[config.mk]
export PLATFORM = sky130hd
export DESIGN_NAME = seg7_mux_display
export DESIGN_NICKNAME = d
export VERILOG_FILES = /design/src/rtl/seg7_pkg.sv /design/src/rtl/bin2bcd_seq.sv /design/src/rtl/seg7_mux_display.sv
export SDC_FILE = /design/constraint.sdc
export NUM_CORES = 1
export LEC_CHECK = 0
export BUFFER_PORTS_ARGS = -buffer_cell sky130_fd_sc_hd__clkbuf_2
export CORE_ASPECT_RATIO = 0.5
export CORE_MARGIN = 5
export CORE_UTILIZATION = 60
export CTS_CLUSTER_DIAMETER = 200
export CTS_CLUSTER_SIZE = 14
export DETAILED_ROUTE_END_ITERATION = 6
export GPL_ROUTABILITY_DRIVEN = 1
export HOLD_SLACK_MARGIN = 0.03
export PLACE_DENSITY = 0.82
export RECOVER_POWER = 50
export SLEW_MARGIN = 20
export SYNTH_ARGS = -nofsm -noshare
export SYNTH_HDL_FRONTEND = slang
export SYNTH_SLANG_ARGS = --single-unit
[constraint.sdc]
create_clock -name clk -period 3 [get_ports clk]
set_input_delay 0.3 -clock clk [delete_from_list [all_inputs] [get_ports clk]]
set_output_delay 0.3 -clock clk [all_outputs]
set_load 0.01 [all_outputs]
[src/rtl/seg7_pkg.sv]
// rtl/seg7_pkg.sv - shared segment codes, decoder function and converter FSM states
//
// Segment codes are active-high with bit 0 = segment a .. bit 6 = segment g.
// Polarity inversion for the board pins is applied in the top level.

package seg7_pkg;

  localparam logic [6:0] SEG_0     = 7'h3F;
  localparam logic [6:0] SEG_1     = 7'h06;
  localparam logic [6:0] SEG_2     = 7'h5B;
  localparam logic [6:0] SEG_3     = 7'h4F;
  localparam logic [6:0] SEG_4     = 7'h66;
  localparam logic [6:0] SEG_5     = 7'h6D;
  localparam logic [6:0] SEG_6     = 7'h7D;
  localparam logic [6:0] SEG_7     = 7'h07;
  localparam logic [6:0] SEG_8     = 7'h7F;
  localparam logic [6:0] SEG_9     = 7'h6F;
  localparam logic [6:0] SEG_DASH  = 7'h40;
  localparam logic [6:0] SEG_BLANK = 7'h00;

  typedef enum logic [1:0] {
    S_IDLE   = 2'd0,
    S_CONV   = 2'd1,
    S_COMMIT = 2'd2
  } conv_state_e;

  // Non-decimal nibbles cannot come out of the converter; they map to blank.
  function automatic logic [6:0] bcd_to_seg(input logic [3:0] nibble);
    logic [6:0] code;
    case (nibble)
      4'd0:    code = SEG_0;
      4'd1:    code = SEG_1;
      4'd2:    code = SEG_2;
      4'd3:    code = SEG_3;
      4'd4:    code = SEG_4;
      4'd5:    code = SEG_5;
      4'd6:    code = SEG_6;
      4'd7:    code = SEG_7;
      4'd8:    code = SEG_8;
      4'd9:    code = SEG_9;
      default: code = SEG_BLANK;
    endcase
    return code;
  endfunction

endpackage

[src/rtl/bin2bcd_seq.sv]
// rtl/bin2bcd_seq.sv - sequential double-dabble binary-to-BCD converter with commit register
//
// Ports:
//   clk, rst  : clock, asynchronous active-high reset
//   load      : start conversion of bin_in (ignored while busy)
//   bin_in    : unsigned binary value, BIN_W bits
//   busy      : conversion or commit in progress
//   done      : one-cycle pulse when bcd/overflow take the new value
//   overflow  : committed value exceeded 10^NUM_DIGITS-1
//   bcd       : committed NUM_DIGITS BCD nibbles, nibble 0 least significant

module bin2bcd_seq
  import seg7_pkg::*;
#(
  parameter int BIN_W      = 14,
  parameter int NUM_DIGITS = 4
) (
  input  logic                    clk,
  input  logic                    rst,
  input  logic                    load,
  input  logic [BIN_W-1:0]        bin_in,
  output logic                    busy,
  output logic                    done,
  output logic                    overflow,
  output logic [4*NUM_DIGITS-1:0] bcd
);

  // Scratch must hold every decimal digit BIN_W bits can produce (one digit
  // per ~3.3 bits), and at least the displayed digits.
  localparam int NEED_D = (BIN_W + 2) / 3;
  localparam int SCR_D  = (NEED_D > NUM_DIGITS) ? NEED_D : NUM_DIGITS;
  localparam int SCR_W  = 4 * SCR_D;
  localparam int CNT_W  = $clog2(BIN_W + 1);
  localparam logic [63:0] MAX_VAL = 64'(10 ** NUM_DIGITS - 1);

  conv_state_e             state_q, state_d;
  logic [BIN_W-1:0]        bin_q, bin_d;
  logic [SCR_W-1:0]        scr_q, scr_d;
  logic [SCR_W-1:0]        adj;
  logic [CNT_W-1:0]        cnt_q, cnt_d;
  logic                    ovf_pend_q, ovf_pend_d;
  logic                    busy_q, busy_d;
  logic                    done_q, done_d;
  logic                    ovf_q, ovf_d;
  logic [4*NUM_DIGITS-1:0] bcd_q, bcd_d;

  always_comb begin
    state_d    = state_q;
    bin_d      = bin_q;
    scr_d      = scr_q;
    cnt_d      = cnt_q;
    ovf_pend_d = ovf_pend_q;
    ovf_d      = ovf_q;
    bcd_d      = bcd_q;
    done_d     = 1'b0;

    // Add-3 correction so each nibble carries correctly into the next on shift.
    adj = scr_q;
    for (int i = 0; i < SCR_D; i++) begin
      if (scr_q[4*i +: 4] >= 4'd5) begin
        adj[4*i +: 4] = scr_q[4*i +: 4] + 4'd3;
      end
    end

    case (state_q)
      S_IDLE: begin
        if (load) begin
          bin_d      = bin_in;
          scr_d      = '0;
          cnt_d      = '0;
          ovf_pend_d = (64'(bin_in) > MAX_VAL);
          state_d    = S_CONV;
        end
      end
      S_CONV: begin
        {scr_d, bin_d} = {adj, bin_q} << 1;
        cnt_d          = cnt_q + CNT_W'(1);
        if (cnt_q == CNT_W'(BIN_W - 1)) begin
          state_d = S_COMMIT;
        end
      end
      S_COMMIT: begin
        bcd_d   = scr_q[4*NUM_DIGITS-1:0];
        ovf_d   = ovf_pend_q;
        done_d  = 1'b1;
        state_d = S_IDLE;
      end
      default: begin
        state_d = S_IDLE;
      end
    endcase

    busy_d = (state_d != S_IDLE);
  end

  always_ff @(posedge clk or posedge rst) begin
    if (rst) begin
      state_q    <= S_IDLE;
      bin_q      <= '0;
      scr_q      <= '0;
      cnt_q      <= '0;
      ovf_pend_q <= 1'b0;
      busy_q     <= 1'b0;
      done_q     <= 1'b0;
      ovf_q      <= 1'b0;
      bcd_q      <= '0;
    end else begin
      state_q    <= state_d;
      bin_q      <= bin_d;
      scr_q      <= scr_d;
      cnt_q      <= cnt_d;
      ovf_pend_q <= ovf_pend_d;
      busy_q     <= busy_d;
      done_q     <= done_d;
      ovf_q      <= ovf_d;
      bcd_q      <= bcd_d;
    end
  end

  assign busy     = busy_q;
  assign done     = done_q;
  assign overflow = ovf_q;
  assign bcd      = bcd_q;

endmodule

[src/rtl/seg7_mux_display.sv]
// rtl/seg7_mux_display.sv - time-multiplexed multi-digit 7-segment driver with BCD conversion
//
// Ports:
//   clk, rst  : clock, asynchronous active-high reset
//   load      : start conversion of bin_in (ignored while busy)
//   bin_in    : unsigned value to display, BIN_W bits
//   busy      : conversion in progress
//   done      : one-cycle pulse when a new value is committed to the display
//   overflow  : committed value exceeded 10^NUM_DIGITS-1; all digits show dash
//   seg       : segment lines, seg[0]=a .. seg[6]=g
//   an        : one-hot digit enables, an[0] = least significant digit
//
// Optional feature macro: SEG7_LEADING_ZERO_BLANK_EN
//   defined   : leading zero digits (never digit 0) are shown blank
//   undefined : all digits shown, including leading zeros

module seg7_mux_display
  import seg7_pkg::*;
#(
  parameter int NUM_DIGITS  = 4,
  parameter int BIN_W       = 14,
  parameter int REFRESH_DIV = 50000,
  parameter bit ACTIVE_LOW  = 1'b1
) (
  input  logic                  clk,
  input  logic                  rst,
  input  logic                  load,
  input  logic [BIN_W-1:0]      bin_in,
  output logic                  busy,
  output logic                  done,
  output logic                  overflow,
  output logic [6:0]            seg,
  output logic [NUM_DIGITS-1:0] an
);

  localparam int IDX_W = (NUM_DIGITS > 1) ? $clog2(NUM_DIGITS) : 1;
  localparam int CNT_W = $clog2(REFRESH_DIV);
  localparam logic [6:0]            SEG_OFF = ACTIVE_LOW ? 7'h7F : 7'h00;
  localparam logic [NUM_DIGITS-1:0] AN_OFF  = {NUM_DIGITS{ACTIVE_LOW}};

  logic [4*NUM_DIGITS-1:0] disp_bcd;
  logic                    disp_ovf;

  logic [CNT_W-1:0]      cnt_q, cnt_d;
  logic [IDX_W-1:0]      idx_q, idx_d;
  logic [6:0]            seg_q, seg_d;
  logic [NUM_DIGITS-1:0] an_q, an_d;
  logic [NUM_DIGITS-1:0] blank;
  logic [NUM_DIGITS-1:0] onehot;
  logic [3:0]            nibble;
  logic [6:0]            code;
`ifdef SEG7_LEADING_ZERO_BLANK_EN
  logic                  all_zero;
`endif

  bin2bcd_seq #(
    .BIN_W      (BIN_W),
    .NUM_DIGITS (NUM_DIGITS)
  ) u_bin2bcd (
    .clk      (clk),
    .rst      (rst),
    .load     (load),
    .bin_in   (bin_in),
    .busy     (busy),
    .done     (done),
    .overflow (disp_ovf),
    .bcd      (disp_bcd)
  );

  assign overflow = disp_ovf;

  // Free-running refresh counter and digit index.
  always_comb begin
    cnt_d = cnt_q + CNT_W'(1);
    idx_d = idx_q;
    if (cnt_q == CNT_W'(REFRESH_DIV - 1)) begin
      cnt_d = '0;
      idx_d = (idx_q == IDX_W'(NUM_DIGITS - 1)) ? '0 : idx_q + IDX_W'(1);
    end
  end

  // A digit is blanked when it and every digit above it are zero.
  always_comb begin
    blank = '0;
`ifdef SEG7_LEADING_ZERO_BLANK_EN
    all_zero = 1'b1;
    for (int i = NUM_DIGITS - 1; i > 0; i--) begin
      all_zero = all_zero & (disp_bcd[4*i +: 4] == 4'd0);
      blank[i] = all_zero;
    end
`endif
  end

  always_comb begin
    nibble = disp_bcd[4*idx_q +: 4];
    if (disp_ovf) begin
      code = SEG_DASH;
    end else if (blank[idx_q]) begin
      code = SEG_BLANK;
    end else begin
      code = bcd_to_seg(nibble);
    end
    seg_d = ACTIVE_LOW ? ~code : code;

    onehot        = '0;
    onehot[idx_q] = 1'b1;
    an_d          = ACTIVE_LOW ? ~onehot : onehot;
  end

  always_ff @(posedge clk or posedge rst) begin
    if (rst) begin
      cnt_q <= '0;
      idx_q <= '0;
      seg_q <= SEG_OFF;
      an_q  <= AN_OFF;
    end else begin
      cnt_q <= cnt_d;
      idx_q <= idx_d;
      seg_q <= seg_d;
      an_q  <= an_d;
    end
  end

  assign seg = seg_q;
  assign an  = an_q;

endmodule

==> flow_metrics.env <==
export IMPL_cp_arrival_ns=2.35
export IMPL_internal_power_of_the_cells_w=0.00271
export IMPL_ys_flop_type="sky130_fd_sc_hd__dfrtp_1"
export IMPL_die_height_um=68.1
export IMPL_design_die_area_um2=8590
export IMPL_ant_diodes=0
export IMPL_grt_max_degree=59
export IMPL_clk_pin_slew_worst_paths_ns=0.06
export IMPL_cts_root_buf="sky130_fd_sc_hd__clkbuf_16"
export IMPL_min_period_over_period=0.699
export IMPL_layout_cell_share_with_drive_strength_beyond_1=0.201
export IMPL_gr_usage_all_layers=0.212
export IMPL_detail_route_drc_violations=0
export IMPL_clock_insertion_delay_worst_skew_ns=0.34
export IMPL_post_cts_resized=0
export IMPL_reg2reg_setup_slack_ns=0.90
export IMPL_number_of_buffers_added_to_fix_hold_violations_after_cts=0
export IMPL_dr_total_vias=2825
export IMPL_synthDominantCellAreaShare=0.457
export IMPL_clock_power_share=0.282
export IMPL_postSynthNetCount=408
export IMPL_sequentialPowerShare=0.427
export IMPL_synth_edf_count=0
export IMPL_cts_tree="done"
export IMPL_hold_viol=0
export IMPL_hpwlAfterDp_mm=5.34
export IMPL_via_count_of_the_first_global_routing_pass=2885
export IMPL_vias_per_cell=5.72
export IMPL_power_ir_vdd_worst_v=0.000477
export IMPL_multiInputGateArea_um2=1730
export IMPL_yosys_cell_types_count=45
export IMPL_violations_in_the_final_reports="max-capacitance violations, max-slew violations"
export IMPL_setup_repair_after_global_routing_missed_its_margin="no"
export IMPL_area_delta_synth_final_pct=12.5
export IMPL_crit_path_start="u_bin2bcd.state_q[0]$_DFF_PP0_"
export IMPL_r2r_cells=4
export IMPL_final_seq_area_um2=2140
export IMPL_boundaryPins=31
export IMPL_placement_setup_worst_slack_ns=0.917
export IMPL_syn_mean_instance_area_um2=10.9
export IMPL_fmaxAchievable_mhz=477
export IMPL_power_switching_fraction=0.335
export IMPL_report_final_setup_viol=0
export IMPL_drtIter0Drc=214
export IMPL_syn_cell_area_um2=4050
export IMPL_final_setup_slack_of_the_worst_path_ns=0.903
export IMPL_cts_root_to_sink_buffers=2
export IMPL_fin_tns_setup_ns=0
export IMPL_cts_buffers_inserted=9
export IMPL_dr_pass1_iters=5
export IMPL_crit_path_max_fanout=20
export IMPL_power_switching_w=0.00136
export IMPL_synthDominantAreaCellType="sky130_fd_sc_hd__dfrtp_1"
export IMPL_powerDensity_nw_per_um2=894
export IMPL_routabilityCongestion=0.873
export IMPL_io_buffer_count=30
export IMPL_critical_path_endpoint_type="flop"
export IMPL_leakagePower_nw=2.12
export IMPL_combPwrFrac=0.291
export IMPL_status="finished, violations left"
export IMPL_timing_worst_setup_path_type="reg2reg"
export IMPL_yosys_top_cells_area="sky130_fd_sc_hd__dfrtp_1 (46%), sky130_fd_sc_hd__dfstp_2 (7.1%), sky130_fd_sc_hd__ha_1 (6.5%)"
export IMPL_crit_required_ns=3.25
export IMPL_rr_endpoint="u_bin2bcd.ovf_pend_q$_DFFE_PP0P_"
export IMPL_initial_core_util=0.611
export IMPL_routed_wirelength_mm=8.28
export IMPL_synth_seq_area_share=0.529
export IMPL_fin_skew_ns=0.00557
export IMPL_worst_r2r_startpoint="u_bin2bcd.state_q[0]$_DFF_PP0_"
export IMPL_grt_antenna_before_repair=0
export IMPL_timing_hold_worst_class="in2reg"
export IMPL_cts_sink_count=85
export IMPL_max_cap_violations=1
export IMPL_whs_path_depth=2
export IMPL_cts_repair_timing_setup_buffer_count=0
export IMPL_core_region_area_um2=6620
export IMPL_min_period_ns=2.10
export IMPL_filler_cell_count=477
export IMPL_gr_total_overflow=0
export IMPL_routedWlPerCell_um=16.8
export IMPL_core_rowCount=21
export IMPL_tightestPinTransition_ns=2.09
export IMPL_setup_worst_path_start_class="flop"
export IMPL_number_of_nets_in_the_layout=435
export IMPL_yosys_register_bits=85
export IMPL_final_antenna_net_count=0
export IMPL_fin_max_slew_vios=59
export IMPL_cts_max_level=3
export IMPL_worst_rel_slew_slack=-0.393
export IMPL_total_number_of_yosys_warnings=0
export IMPL_grt_pass1_wl_mm=14.0
export IMPL_crit_path_end="u_bin2bcd.ovf_pend_q$_DFFE_PP0P_"
export IMPL_postSynthCellCount=370
export IMPL_postSynth_asyncResetShare=1.00
export IMPL_dieWidth_um=126
[logic make-up after synthesis]
group                      count (synthesis)  synth area share
AOI/OAI and AO/OA                         87             0.128
xor gates and xnor gates                  18            0.0389
adders and majority gates                 21            0.0649
buffers and inverters                     41            0.0448
DFF                                       85             0.529
muxes                                     20            0.0671
and+or+nand+nor                           98             0.127
[layer usage]
metal | vias to the layer above | share of wire | global-route usage
li1 | 1340 | - | -
met1 | 1398 | 0.43 | 0.247
met2 | 72 | 0.51 | 0.381
met3 | 15 | 0.049 | 0.0647
met4 | 0 | 0.015 | 0.0775
met5 | - | 0 | 0
[cell type report]
class | instances | area share
multi-input combinational | 244 | 0.379
timing repair buffer | 33 | 0.0374
sequential | 85 | 0.470
inverter | 24 | 0.0198
clock buffer | 13 | 0.0593
tap | 92 | 0.0253
clock inverter | 3 | 0.00934
[power by group through the flow]
stage | clock (W) | sequential, W | combinational, W
after floorplan | 0 | 0.00166 | 0.000947
after global placement | 0 | 0.00172 | 0.00108
after detailed placement | 0 | 0.00175 | 0.00117
after CTS | 0.00116 | 0.00174 | 0.00119
after global routing | 0.00121 | 0.00178 | 0.00134
final | 0.00115 | 0.00174 | 0.00118
[synth_stat cells (3+ instances only)]
| cell type | count |
|---|---|
| sky130_fd_sc_hd__mux4_2 | 3 |
| sky130_fd_sc_hd__a22o_1 | 3 |
| sky130_fd_sc_hd__dfrtp_1 | 74 |
| sky130_fd_sc_hd__nand2_1 | 38 |
| sky130_fd_sc_hd__xnor2_1 | 9 |
| sky130_fd_sc_hd__nor2_1 | 14 |
| sky130_fd_sc_hd__nor3_1 | 6 |
| sky130_fd_sc_hd__nor2b_1 | 4 |
| sky130_fd_sc_hd__clkbuf_1 | 10 |
| sky130_fd_sc_hd__inv_1 | 24 |
| sky130_fd_sc_hd__ha_1 | 21 |
| sky130_fd_sc_hd__buf_2 | 4 |
| sky130_fd_sc_hd__o22ai_1 | 9 |
| sky130_fd_sc_hd__a21oi_1 | 9 |
| sky130_fd_sc_hd__mux2_2 | 14 |
| sky130_fd_sc_hd__a22oi_1 | 13 |
| sky130_fd_sc_hd__buf_6 | 3 |
| sky130_fd_sc_hd__dfstp_2 | 11 |
| sky130_fd_sc_hd__and4_1 | 3 |
| sky130_fd_sc_hd__xor2_1 | 9 |
| sky130_fd_sc_hd__nand3_1 | 9 |
| sky130_fd_sc_hd__nand2b_1 | 8 |
| sky130_fd_sc_hd__o21ai_0 | 42 |
[sequential cells by signal (all words and copies together), names as in the netlist]
| signal | count |
|---|---|
| an | 4 |
| cnt_q | 16 |
| idx_q | 2 |
| seg | 7 |
| u_bin2bcd.bcd | 16 |
| u_bin2bcd.bin_q | 14 |
| u_bin2bcd.busy | 1 |
| u_bin2bcd.cnt_q | 4 |
| u_bin2bcd.done | 1 |
| u_bin2bcd.overflow | 1 |
| u_bin2bcd.ovf_pend_q | 1 |
| u_bin2bcd.scr_q | 16 |
| u_bin2bcd.state_q | 2 |
[stage by stage]
step	utilization	cells	cell area, µm²	total power, W	hold slack (ns)
after floorplan	-	370	4050	0.00260	0.440
after global placement	0.641	478	4250	0.00280	0.458
after detailed placement	0.641	478	4250	0.00291	0.475
after CTS	0.689	494	4560	0.00408	0.153
after global routing	0.688	494	4560	0.00433	0.200
final	0.688	494	4560	0.00407	0.199
[critical path: stages (launching register included)]
cell and delay [ns]:
sky130_fd_sc_hd__dfrtp_1 0.60, sky130_fd_sc_hd__nor2b_1 0.82, sky130_fd_sc_hd__nor2b_1 0.30, sky130_fd_sc_hd__o311ai_0 0.18, sky130_fd_sc_hd__o21ai_0 0.11
[worst min-delay path by stage]
| stage | start | end | slack (ns) |
|---|---|---|---|
| after floorplan | bin_in[0] | u_bin2bcd.bin_q[0]$_DFFE_PP0P_ | 0.44 |
| after global placement | u_bin2bcd.bcd[1]$_DFFE_PP0P_ | u_bin2bcd.bcd[1]$_DFFE_PP0P_ | 0.46 |
| after detailed placement | u_bin2bcd.bin_q[3]$_DFFE_PP0P_ | u_bin2bcd.bin_q[3]$_DFFE_PP0P_ | 0.48 |
| after CTS | rst | u_bin2bcd.scr_q[9]$_DFFE_PP0P_ | 0.15 |
| after global routing | bin_in[0] | u_bin2bcd.bin_q[0]$_DFFE_PP0P_ | 0.20 |
| final | bin_in[0] | u_bin2bcd.bin_q[0]$_DFFE_PP0P_ | 0.20 |
[cells in the final DEF, fill, tap and decap left out, drive strengths merged, types with 3 or more instances in the layout]
cell	count
nor4	3
and4	3
dfrtp	74
ha	21
nand2b	8
nor2b	4
inv	24
buf	3
xnor2	9
xor2	9
nor2	15
nand2	38
mux2	14
o22ai	9
o21ai	46
dfstp	11
clkbuf	43
a22oi	13
nand3	9
a22o	3
nor3	6
a21oi	9
nand4	3
mux4	4
Power figures use the tool's default switching activity.
